`config.mk`:
```
export PLATFORM = sky130hd
export DESIGN_NAME = rvc_asap_5pl_dmem_arb_flat
export DESIGN_NICKNAME = d
export VERILOG_FILES = /design/src/rtl/rvc_asap_5pl_dmem_arb_if.sv /design/src/rtl/rvc_asap_5pl_dmem_arb.sv /design/src/flat_wrapper.sv
export SDC_FILE = /design/constraint.sdc
export NUM_CORES = 1
export LEC_CHECK = 0
export ABC_CLOCK_PERIOD_IN_PS = 1550
export BUFFER_PORTS_ARGS = -buffer_cell sky130_fd_sc_hd__buf_2
export CAP_MARGIN = 30
export CORE_AREA = 5 5 120 122
export CTS_CLUSTER_DIAMETER = 150
export CTS_CLUSTER_SIZE = 28
export DETAILED_ROUTE_END_ITERATION = 6
export DIE_AREA = 0 0 125 127
export GPL_ROUTABILITY_DRIVEN = 0
export PLACE_DENSITY = 0.41
export SYNTH_ARGS = -nofsm -noshare
export SYNTH_HDL_FRONTEND = slang
export SYNTH_SLANG_ARGS = --single-unit
```
`constraint.sdc`:
```
create_clock -name i_clk -period 1.55 [get_ports i_clk]
set_input_delay 0.31 -clock i_clk [delete_from_list [all_inputs] [get_ports i_clk]]
set_output_delay 0.31 -clock i_clk [all_outputs]
set_load 0.03 [all_outputs]
```
`src/rtl/rvc_asap_5pl_dmem_arb_if.sv`:
```
// Requester-side bundle for the data-memory arbiter: one instance per requester.
// The requester drives the access attributes; the arbiter returns grant and read data.
interface rvc_asap_5pl_dmem_arb_if;
    logic        req;
    logic        wren;
    logic [31:0] addr;
    logic [31:0] data;
    logic [3:0]  byte_en;
    logic        gnt;
    logic        rd_valid;
    logic [31:0] rd_data;

    modport master (
        output req, wren, addr, data, byte_en,
        input  gnt, rd_valid, rd_data
    );

    modport slave (
        input  req, wren, addr, data, byte_en,
        output gnt, rd_valid, rd_data
    );
endinterface

```
`src/rtl/rvc_asap_5pl_dmem_arb.sv`:
```
// Core/external arbiter for the shared synchronous-read data memory port.
// Optional starvation guard for the external requester: define RVC_DMEM_ARB_STARVE_GUARD_EN.
module rvc_asap_5pl_dmem_arb #(
    parameter int MAX_WAIT = 4
) (
    input  logic                          i_clk,
    input  logic                          i_rst,
    rvc_asap_5pl_dmem_arb_if.slave        core_if,
    rvc_asap_5pl_dmem_arb_if.slave        ext_if,
    output logic [31:0]                   o_data,
    output logic [31:0]                   o_address,
    output logic [3:0]                    o_byteena,
    output logic                          o_wren,
    output logic                          o_rden,
    input  logic [31:0]                   i_q
);

    typedef enum logic {
        CORE_PRI  = 1'b0,
        EXT_BOOST = 1'b1
    } arb_state_e;

    if (MAX_WAIT < 1 || MAX_WAIT > 15) begin : g_bad_max_wait
        $error("rvc_asap_5pl_dmem_arb: MAX_WAIT must lie in 1..15");
    end

    arb_state_e  w_state;
    logic        w_core_gnt;
    logic        w_ext_gnt;
    logic        w_wr_sel;
    logic        w_rden;
    logic        w_wren;
    logic [31:0] w_address;

    logic        r_rd_pend;
    logic        r_rd_owner;

`ifdef RVC_DMEM_ARB_STARVE_GUARD_EN
    localparam logic [3:0] MAX_WAIT_C = 4'(MAX_WAIT);

    arb_state_e  r_state;
    arb_state_e  w_state_next;
    logic [3:0]  r_wait_cnt;
    logic [3:0]  w_wait_cnt_next;

    always_ff @(posedge i_clk) begin
        if (i_rst) begin
            r_state    <= CORE_PRI;
            r_wait_cnt <= '0;
        end else begin
            r_state    <= w_state_next;
            r_wait_cnt <= w_wait_cnt_next;
        end
    end

    // The boost decision looks at the registered count, so an Ext request that
    // drops in the same cycle the count saturates never enters EXT_BOOST.
    always_comb begin
        w_state_next    = r_state;
        w_wait_cnt_next = r_wait_cnt;

        if (!ext_if.req || w_ext_gnt) begin
            w_wait_cnt_next = '0;
        end else if (r_wait_cnt != MAX_WAIT_C) begin
            w_wait_cnt_next = r_wait_cnt + 4'd1;
        end

        case (r_state)
            CORE_PRI: begin
                if (ext_if.req && !w_ext_gnt && (r_wait_cnt == MAX_WAIT_C)) begin
                    w_state_next = EXT_BOOST;
                end
            end
            EXT_BOOST: begin
                if (w_ext_gnt || !ext_if.req) begin
                    w_state_next = CORE_PRI;
                end
            end
            default: w_state_next = CORE_PRI;
        endcase
    end

    assign w_state = r_state;
`else
    assign w_state = CORE_PRI;
`endif

    // Grant is purely combinational from the requests and the priority state.
    always_comb begin
        w_core_gnt = 1'b0;
        w_ext_gnt  = 1'b0;
        if (!i_rst) begin
            if (ext_if.req && ((w_state == EXT_BOOST) || !core_if.req)) begin
                w_ext_gnt = 1'b1;
            end else if (core_if.req) begin
                w_core_gnt = 1'b1;
            end
        end
    end

    always_comb begin
        w_wr_sel  = 1'b0;
        w_address = '0;
        if (w_core_gnt) begin
            w_wr_sel  = core_if.wren;
            w_address = core_if.addr;
        end else if (w_ext_gnt) begin
            w_wr_sel  = ext_if.wren;
            w_address = ext_if.addr;
        end
    end

    assign w_wren    = (w_core_gnt || w_ext_gnt) && w_wr_sel;
    assign w_rden    = (w_core_gnt || w_ext_gnt) && !w_wr_sel;
    assign o_wren    = w_wren;
    assign o_rden    = w_rden;
    assign o_address = w_address;

    for (genvar gi = 0; gi < 4; gi++) begin : g_lane
        always_comb begin
            o_data[8*gi +: 8] = 8'h00;
            o_byteena[gi]     = 1'b0;
            if (w_core_gnt) begin
                o_data[8*gi +: 8] = core_if.data[8*gi +: 8];
                o_byteena[gi]     = core_if.byte_en[gi];
            end else if (w_ext_gnt) begin
                o_data[8*gi +: 8] = ext_if.data[8*gi +: 8];
                o_byteena[gi]     = ext_if.byte_en[gi];
            end
        end
    end

    // Owner only moves on a granted read; writes leave an in-flight return alone.
    always_ff @(posedge i_clk) begin
        if (i_rst) begin
            r_rd_pend  <= 1'b0;
            r_rd_owner <= 1'b0;
        end else begin
            r_rd_pend <= w_rden;
            if (w_rden) begin
                r_rd_owner <= w_ext_gnt;
            end
        end
    end

    // A read issued just before reset rises is suppressed rather than returned.
    assign core_if.gnt      = w_core_gnt;
    assign ext_if.gnt       = w_ext_gnt;
    assign core_if.rd_valid = r_rd_pend && !r_rd_owner && !i_rst;
    assign ext_if.rd_valid  = r_rd_pend &&  r_rd_owner && !i_rst;
    assign core_if.rd_data  = i_q;
    assign ext_if.rd_data   = i_q;

endmodule

```
`src/flat_wrapper.sv`:
```
// flat-port wrapper written by rule: the top's interface ports become plain ports
module rvc_asap_5pl_dmem_arb_flat 
#(
    parameter int MAX_WAIT = 4
)
  (i_clk, i_rst, o_data, o_address, o_byteena, o_wren, o_rden, i_q, core_if_req, core_if_wren, core_if_addr, core_if_data, core_if_byte_en, core_if_gnt, core_if_rd_valid, core_if_rd_data, ext_if_req, ext_if_wren, ext_if_addr, ext_if_data, ext_if_byte_en, ext_if_gnt, ext_if_rd_valid, ext_if_rd_data);
  rvc_asap_5pl_dmem_arb_if core_if_i ();
  rvc_asap_5pl_dmem_arb_if ext_if_i ();
  input  logic i_clk;
  input  logic i_rst;
  output logic [31:0] o_data;
  output logic [31:0] o_address;
  output logic [3:0] o_byteena;
  output logic o_wren;
  output logic o_rden;
  input  logic [31:0] i_q;
  input wire logic [$bits(core_if_i.req)-1:0] core_if_req;
  input wire logic [$bits(core_if_i.wren)-1:0] core_if_wren;
  input wire logic [$bits(core_if_i.addr)-1:0] core_if_addr;
  input wire logic [$bits(core_if_i.data)-1:0] core_if_data;
  input wire logic [$bits(core_if_i.byte_en)-1:0] core_if_byte_en;
  output wire logic [$bits(core_if_i.gnt)-1:0] core_if_gnt;
  output wire logic [$bits(core_if_i.rd_valid)-1:0] core_if_rd_valid;
  output wire logic [$bits(core_if_i.rd_data)-1:0] core_if_rd_data;
  input wire logic [$bits(ext_if_i.req)-1:0] ext_if_req;
  input wire logic [$bits(ext_if_i.wren)-1:0] ext_if_wren;
  input wire logic [$bits(ext_if_i.addr)-1:0] ext_if_addr;
  input wire logic [$bits(ext_if_i.data)-1:0] ext_if_data;
  input wire logic [$bits(ext_if_i.byte_en)-1:0] ext_if_byte_en;
  output wire logic [$bits(ext_if_i.gnt)-1:0] ext_if_gnt;
  output wire logic [$bits(ext_if_i.rd_valid)-1:0] ext_if_rd_valid;
  output wire logic [$bits(ext_if_i.rd_data)-1:0] ext_if_rd_data;
  assign core_if_i.req = core_if_req;
  assign core_if_i.wren = core_if_wren;
  assign core_if_i.addr = core_if_addr;
  assign core_if_i.data = core_if_data;
  assign core_if_i.byte_en = core_if_byte_en;
  assign core_if_gnt = core_if_i.gnt;
  assign core_if_rd_valid = core_if_i.rd_valid;
  assign core_if_rd_data = core_if_i.rd_data;
  assign ext_if_i.req = ext_if_req;
  assign ext_if_i.wren = ext_if_wren;
  assign ext_if_i.addr = ext_if_addr;
  assign ext_if_i.data = ext_if_data;
  assign ext_if_i.byte_en = ext_if_byte_en;
  assign ext_if_gnt = ext_if_i.gnt;
  assign ext_if_rd_valid = ext_if_i.rd_valid;
  assign ext_if_rd_data = ext_if_i.rd_data;
  rvc_asap_5pl_dmem_arb #(.MAX_WAIT(MAX_WAIT)) u_core (.i_clk(i_clk), .i_rst(i_rst), .core_if(core_if_i), .ext_if(ext_if_i), .o_data(o_data), .o_address(o_address), .o_byteena(o_byteena), .o_wren(o_wren), .o_rden(o_rden), .i_q(i_q));
endmodule
```
After elaboration in Yosys (flattened, before gate mapping)
Index checks and enable logic that the tools add are counted.
Cells by class
  $add $sub $neg: 0
  $mul: 0
  div/mod/pow operators: 0
  magnitude comparators: 0
  equality and inequality tests: 0
  shift operators: 0
  mux-type cells: 25
  bitwise logic cells: 0
  reductions and logical operators: 12
Operators with widths (number)
  2-to-1 mux 32 bit: 2
  2-to-1 mux 8 bit: 8
  2-to-1 mux 1 bit: 15
  logical AND 1 bit: 7
  zero test 1 bit: 4
  logical OR 1 bit: 1
Storage, ports and cells
  register bits after elaboration: 2
  bits in latches: 0
  memory bits (writable): 0
  memory bits (read-only): 0
  bits of input ports: 174
  output and inout port bits: 138
  word-level logic and storage cells: 39
  memories kept: 0

Logic depth before layout (Yosys ltp)
  depth after elaboration: 8
  mapped depth: 5
  depth with buffers taken out: 2

Worst setup path after synthesis
No wires, ideal clock.
  path kind: input to output
  from: input ext_if_req
  to: output ext_if_gnt
  data arrival time: 1.382 ns
  data required time: 1.240 ns
  slack: -0.142 ns
  stages on the path: 3
  buffers on the path: 2
  path through: buf_2 -> buf_2 -> nor3b_1
Between the ends
  word-level cells in the longest chain between the ends: 3
Ends and longest elaborated chain
  from (decl): RTL line flat_wrapper.sv:25  | input wire logic [$bits(ext_if_i.req)-1:0] ext_if_req;
  logical AND 1 bit: RTL line rvc_asap_5pl_dmem_arb.sv:93  | if (ext_if.req && ((w_state == EXT_BOOST) || !core_if.req)) begin
  2-to-1 mux 1 bit: RTL line rvc_asap_5pl_dmem_arb.sv:93
  2-to-1 mux 1 bit: RTL line rvc_asap_5pl_dmem_arb.sv:92  | if (!i_rst) begin
  to (decl): RTL line flat_wrapper.sv:30  | output wire logic [$bits(ext_if_i.gnt)-1:0] ext_if_gnt;
No other way between the ends.

Worst setup path in the final report
  from: input core_if_req
  to: output o_address[12]
Between the ends
  word-level cells in the longest chain between the ends: 6
  elaborated cells on any way between the ends: 9
  classes of those cells: mux: 7; reduce/logical: 2
Ends and longest elaborated chain
  from (decl): RTL line flat_wrapper.sv:17  | input wire logic [$bits(core_if_i.req)-1:0] core_if_req;
  zero test 1 bit: RTL line rvc_asap_5pl_dmem_arb.sv:93
  logical AND 1 bit: RTL line rvc_asap_5pl_dmem_arb.sv:93
  2-to-1 mux 1 bit: RTL line rvc_asap_5pl_dmem_arb.sv:93
  2-to-1 mux 1 bit: RTL line rvc_asap_5pl_dmem_arb.sv:92
  2-to-1 mux 32 bit: RTL line rvc_asap_5pl_dmem_arb.sv:107  | end else if (w_ext_gnt) begin
  2-to-1 mux 32 bit (*): RTL line rvc_asap_5pl_dmem_arb.sv:104  | if (w_core_gnt) begin
  to (decl): RTL line flat_wrapper.sv:12  | output logic [31:0] o_address;
Mark *: on every way between the ends. The rest lies on a longest branch, timed or not.

==> flow_metrics.py <==
metrics = {
    "worst_setup_path": {
        "slowest_stage": "a32o_1",
        "timing.rr.end": "u_core.r_rd_owner",
        "start_kind": "primary input",
        "critPathMaxStageDelay_ps": 220,
        "path_cells": "buf_8 > nor2b_4 > buf_8 > clkbuf_16 > a32o_1 > buf_6",
        "critPathMostFrequentCell": "buf_8",
        "rrSetupSlack_ps": 930,
        "critPathKind": "primary input to output pin",
        "r2r-start": "u_core.r_rd_owner",
        "crit_family": "buffers and inverters",
        "reg2reg_depth": 1,
        "cp_max_fo": 7,
        "cp.buffers_inverters": 4,
        "arrival_ps": 1220,
        "timing.critical_path.to_type": "output pin",
        "crit_required_ps": 1240,
    },
    "timing": {
        "whs_ps": 456,
        "slew_viol_final": 0,
        "slew_headroom_pct": 83.2,
        "finClkSkew_ps": 0,
        "finalCriticalPeriod_ps": 1530,
        "layout_setup_ws_ps": 21.2,
        "setup_viol": 0,
        "max_freq_mhz": 654,
        "hold_viol_final": 0,
        "rsz0062_at_grt": "yes",
        "min_period_over_period_pct": 98.6,
        "tightestPinTransition_ps": 251,
    },
    "route": {
        "vias_per_cell": 4.21,
        "dr.first_iter.drc_count": 84,
        "drc_errors": 0,
        "wl_per_cell_microns": 17.4,
        "firstDrtPassIters": 4,
        "finalWirelength_mm": 8.67,
        "ant_nets": 0,
        "vias": 2103,
    },
    "yosys": {
        "synth_seq_cells": 2,
        "ys_warn_count": 0,
        "avgSynthCellArea_sq_um": 8.73,
        "ys_seq_area_share_pct": 2.70,
        "syn-cell-area_sq_um": 1480,
        "syn_nets": 344,
        "synth_cell_types": 16,
        "synthCells": 170,
    },
    "layout": {
        "syn_to_final_growth_pct": 101,
        "num-nets-final": 499,
        "nFillCells": 1428,
        "fin_util_pct": 22.8,
        "multi_input_area_sq_um": 821,
        "seqCellArea_sq_um": 40.0,
        "antenna_cells": 0,
        "drive_gt1_share_pct": 84.5,
    },
    "clock_network": {
        "htree_levels": 1,
        "cts_made_buffers": 3,
        "clkTransAtPathRegs_ps": 30,
        "clock_sinks": 2,
        "clock_path_buffers": 2,
        "cts_root_buf": "clkbuf_16",
        "clock_latency_ps": 210,
        "tritoncts": "yes",
    },
    "placed_design": {
        "portBuffers": 215,
        "hpwl_mm": 6.02,
        "place_ws_ps": -77.8,
    },
    "global_routing": {
        "grt_first_pass_wirelength_mm": 12.2,
        "grt_usage_pct": 9.19,
        "antenna_found_initial": 0,
        "grt-ovfl-total": 0,
        "grt_pass1_vias": 2264,
        "grt_max_degree": 46,
    },
    "worst_hold_path": {
        "hp-class": "primary input to flop",
        "min_to": "u_core.r_rd_pend",
        "holdPathStages": 3,
        "min_from": "i_rst",
    },
    "floorplanning": {
        "num_io_pins": 312,
        "initial_core_util_pct": 11.3,
        "die_x_microns": 125,
        "die_y_microns": 127,
        "fp-row-count": 42,
        "die_area_sq_um": 15900,
        "coreArea_sq_um": 13100,
    },
    "outcome": {
        "status": "completed",
    },
    "power_and_ir_drop": {
        "leakage_uw": 0.00155,
        "powerDensity_nw_per_um2": 484,
        "peakVddDrop_uv": 647,
    },
    "run": {
        "maxCapViolCount": 0,
    },
}
## cell type report
type                       count  area share (%)
sequential                     2            1.34
multi-input combinational     79            27.5
clock buffer                   3            2.52
inverter                       1           0.126
timing repair buffer         238            61.1
tap                          176            7.38
## flip-flops by register name, summed over array words and instances (netlist names)
name and flops:
u_core.r_rd_owner 1, u_core.r_rd_pend 1
## layer usage
layer | vias to the layer above | track usage, % | wire, microns
met3 | 18 | 2.34 | 766
met5 | - | 0 | 0
met2 | 121 | 18.1 | 4650
met4 | 0 | 2.36 | 114
met1 | 1013 | 9.67 | 3140
li1 | 951 | - | -
## power breakdown
part           internal, uW  switching, uW
Clock                   328           51.8
Sequential             54.8           1.57
Combinational           496            511
## kinds of logic (layout without fill, tap and decap cells)
group | count (synthesis) | count (layout) | synth area share [%]
and+or+nand+nor | 7 | 7 | 3.71
buffers and inverters | 89 | 242 | 44.6
AOI/OAI and AO/OA | 72 | 72 | 49.0
DFF | 2 | 2 | 2.70
## cell usage after synthesis
cell type	n	area [sq um]
a31o_2	1	8.76
nand2b_1	1	6.26
a32o_1	59	591
nor3b_1	2	15.0
and3_1	1	6.26
nor4b_2	1	15.0
inv_1	1	3.75
nor2_2	1	6.26
dfxtp_1	2	40.0
buf_4	65	488
o21bai_1	2	15.0
clkbuf_1	6	22.5
buf_6	10	113
buf_2	7	35.0
a32o_2	10	113
nor2b_1	1	6.26
## placed cells by master, fill, tap and decap left out, drive strengths merged
cell type | Yosys | routed
a32o | 69 | 69
nand2b | 1 | 1
nor3b | 2 | 2
clkbuf | 6 | 9
and3 | 1 | 1
nor2b | 1 | 1
nor4b | 1 | 1
nor2 | 1 | 1
a31o | 1 | 1
dfxtp | 2 | 2
inv | 1 | 1
o21bai | 2 | 2
buf | 82 | 232
## worst min-delay path, delay by kind of cell
family / cells / cell delay, ps
compound gates: 1 / 70
buf+inv: 2 / 230
## timing repair
| action | 4_1_cts | 5_1_grt |
|---|---|---|
| gates resized for setup | 118 | 40 |
| setup buffers | 5 | 0 |
| pin swaps | 9 | 2 |
| hold buffers | 0 | 0 |
| gates cloned | 4 | 3 |
| setup endpoints to repair | 41 | 63 |
## worst max-delay path by stage
stage                     slack [ps]   startpoint  cells after the start               end
after floorplan                   80        i_rst                      2  core_if_rd_valid
after global placement           -70  core_if_req                      5         o_data[1]
after detailed placement         -80  core_if_req                      5         o_data[1]
after CTS                          3  core_if_req                      6      o_address[4]
after global routing             -20  core_if_req                      5            o_rden
final                             20  core_if_req                      6     o_address[12]
## per-stage QoR
step                power (uW)  setup TNS (ps)  cells  cell area [sq um]
floorplan                  823               0    170               1490
global placement           841            -207    485               2290
detailed placement         845            -531    485               2290
CTS                       1410               0    497               2850
global route              1510           -22.7    499               2980
finish                    1440               0    499               2980
(Power assumes the default switching activity.)
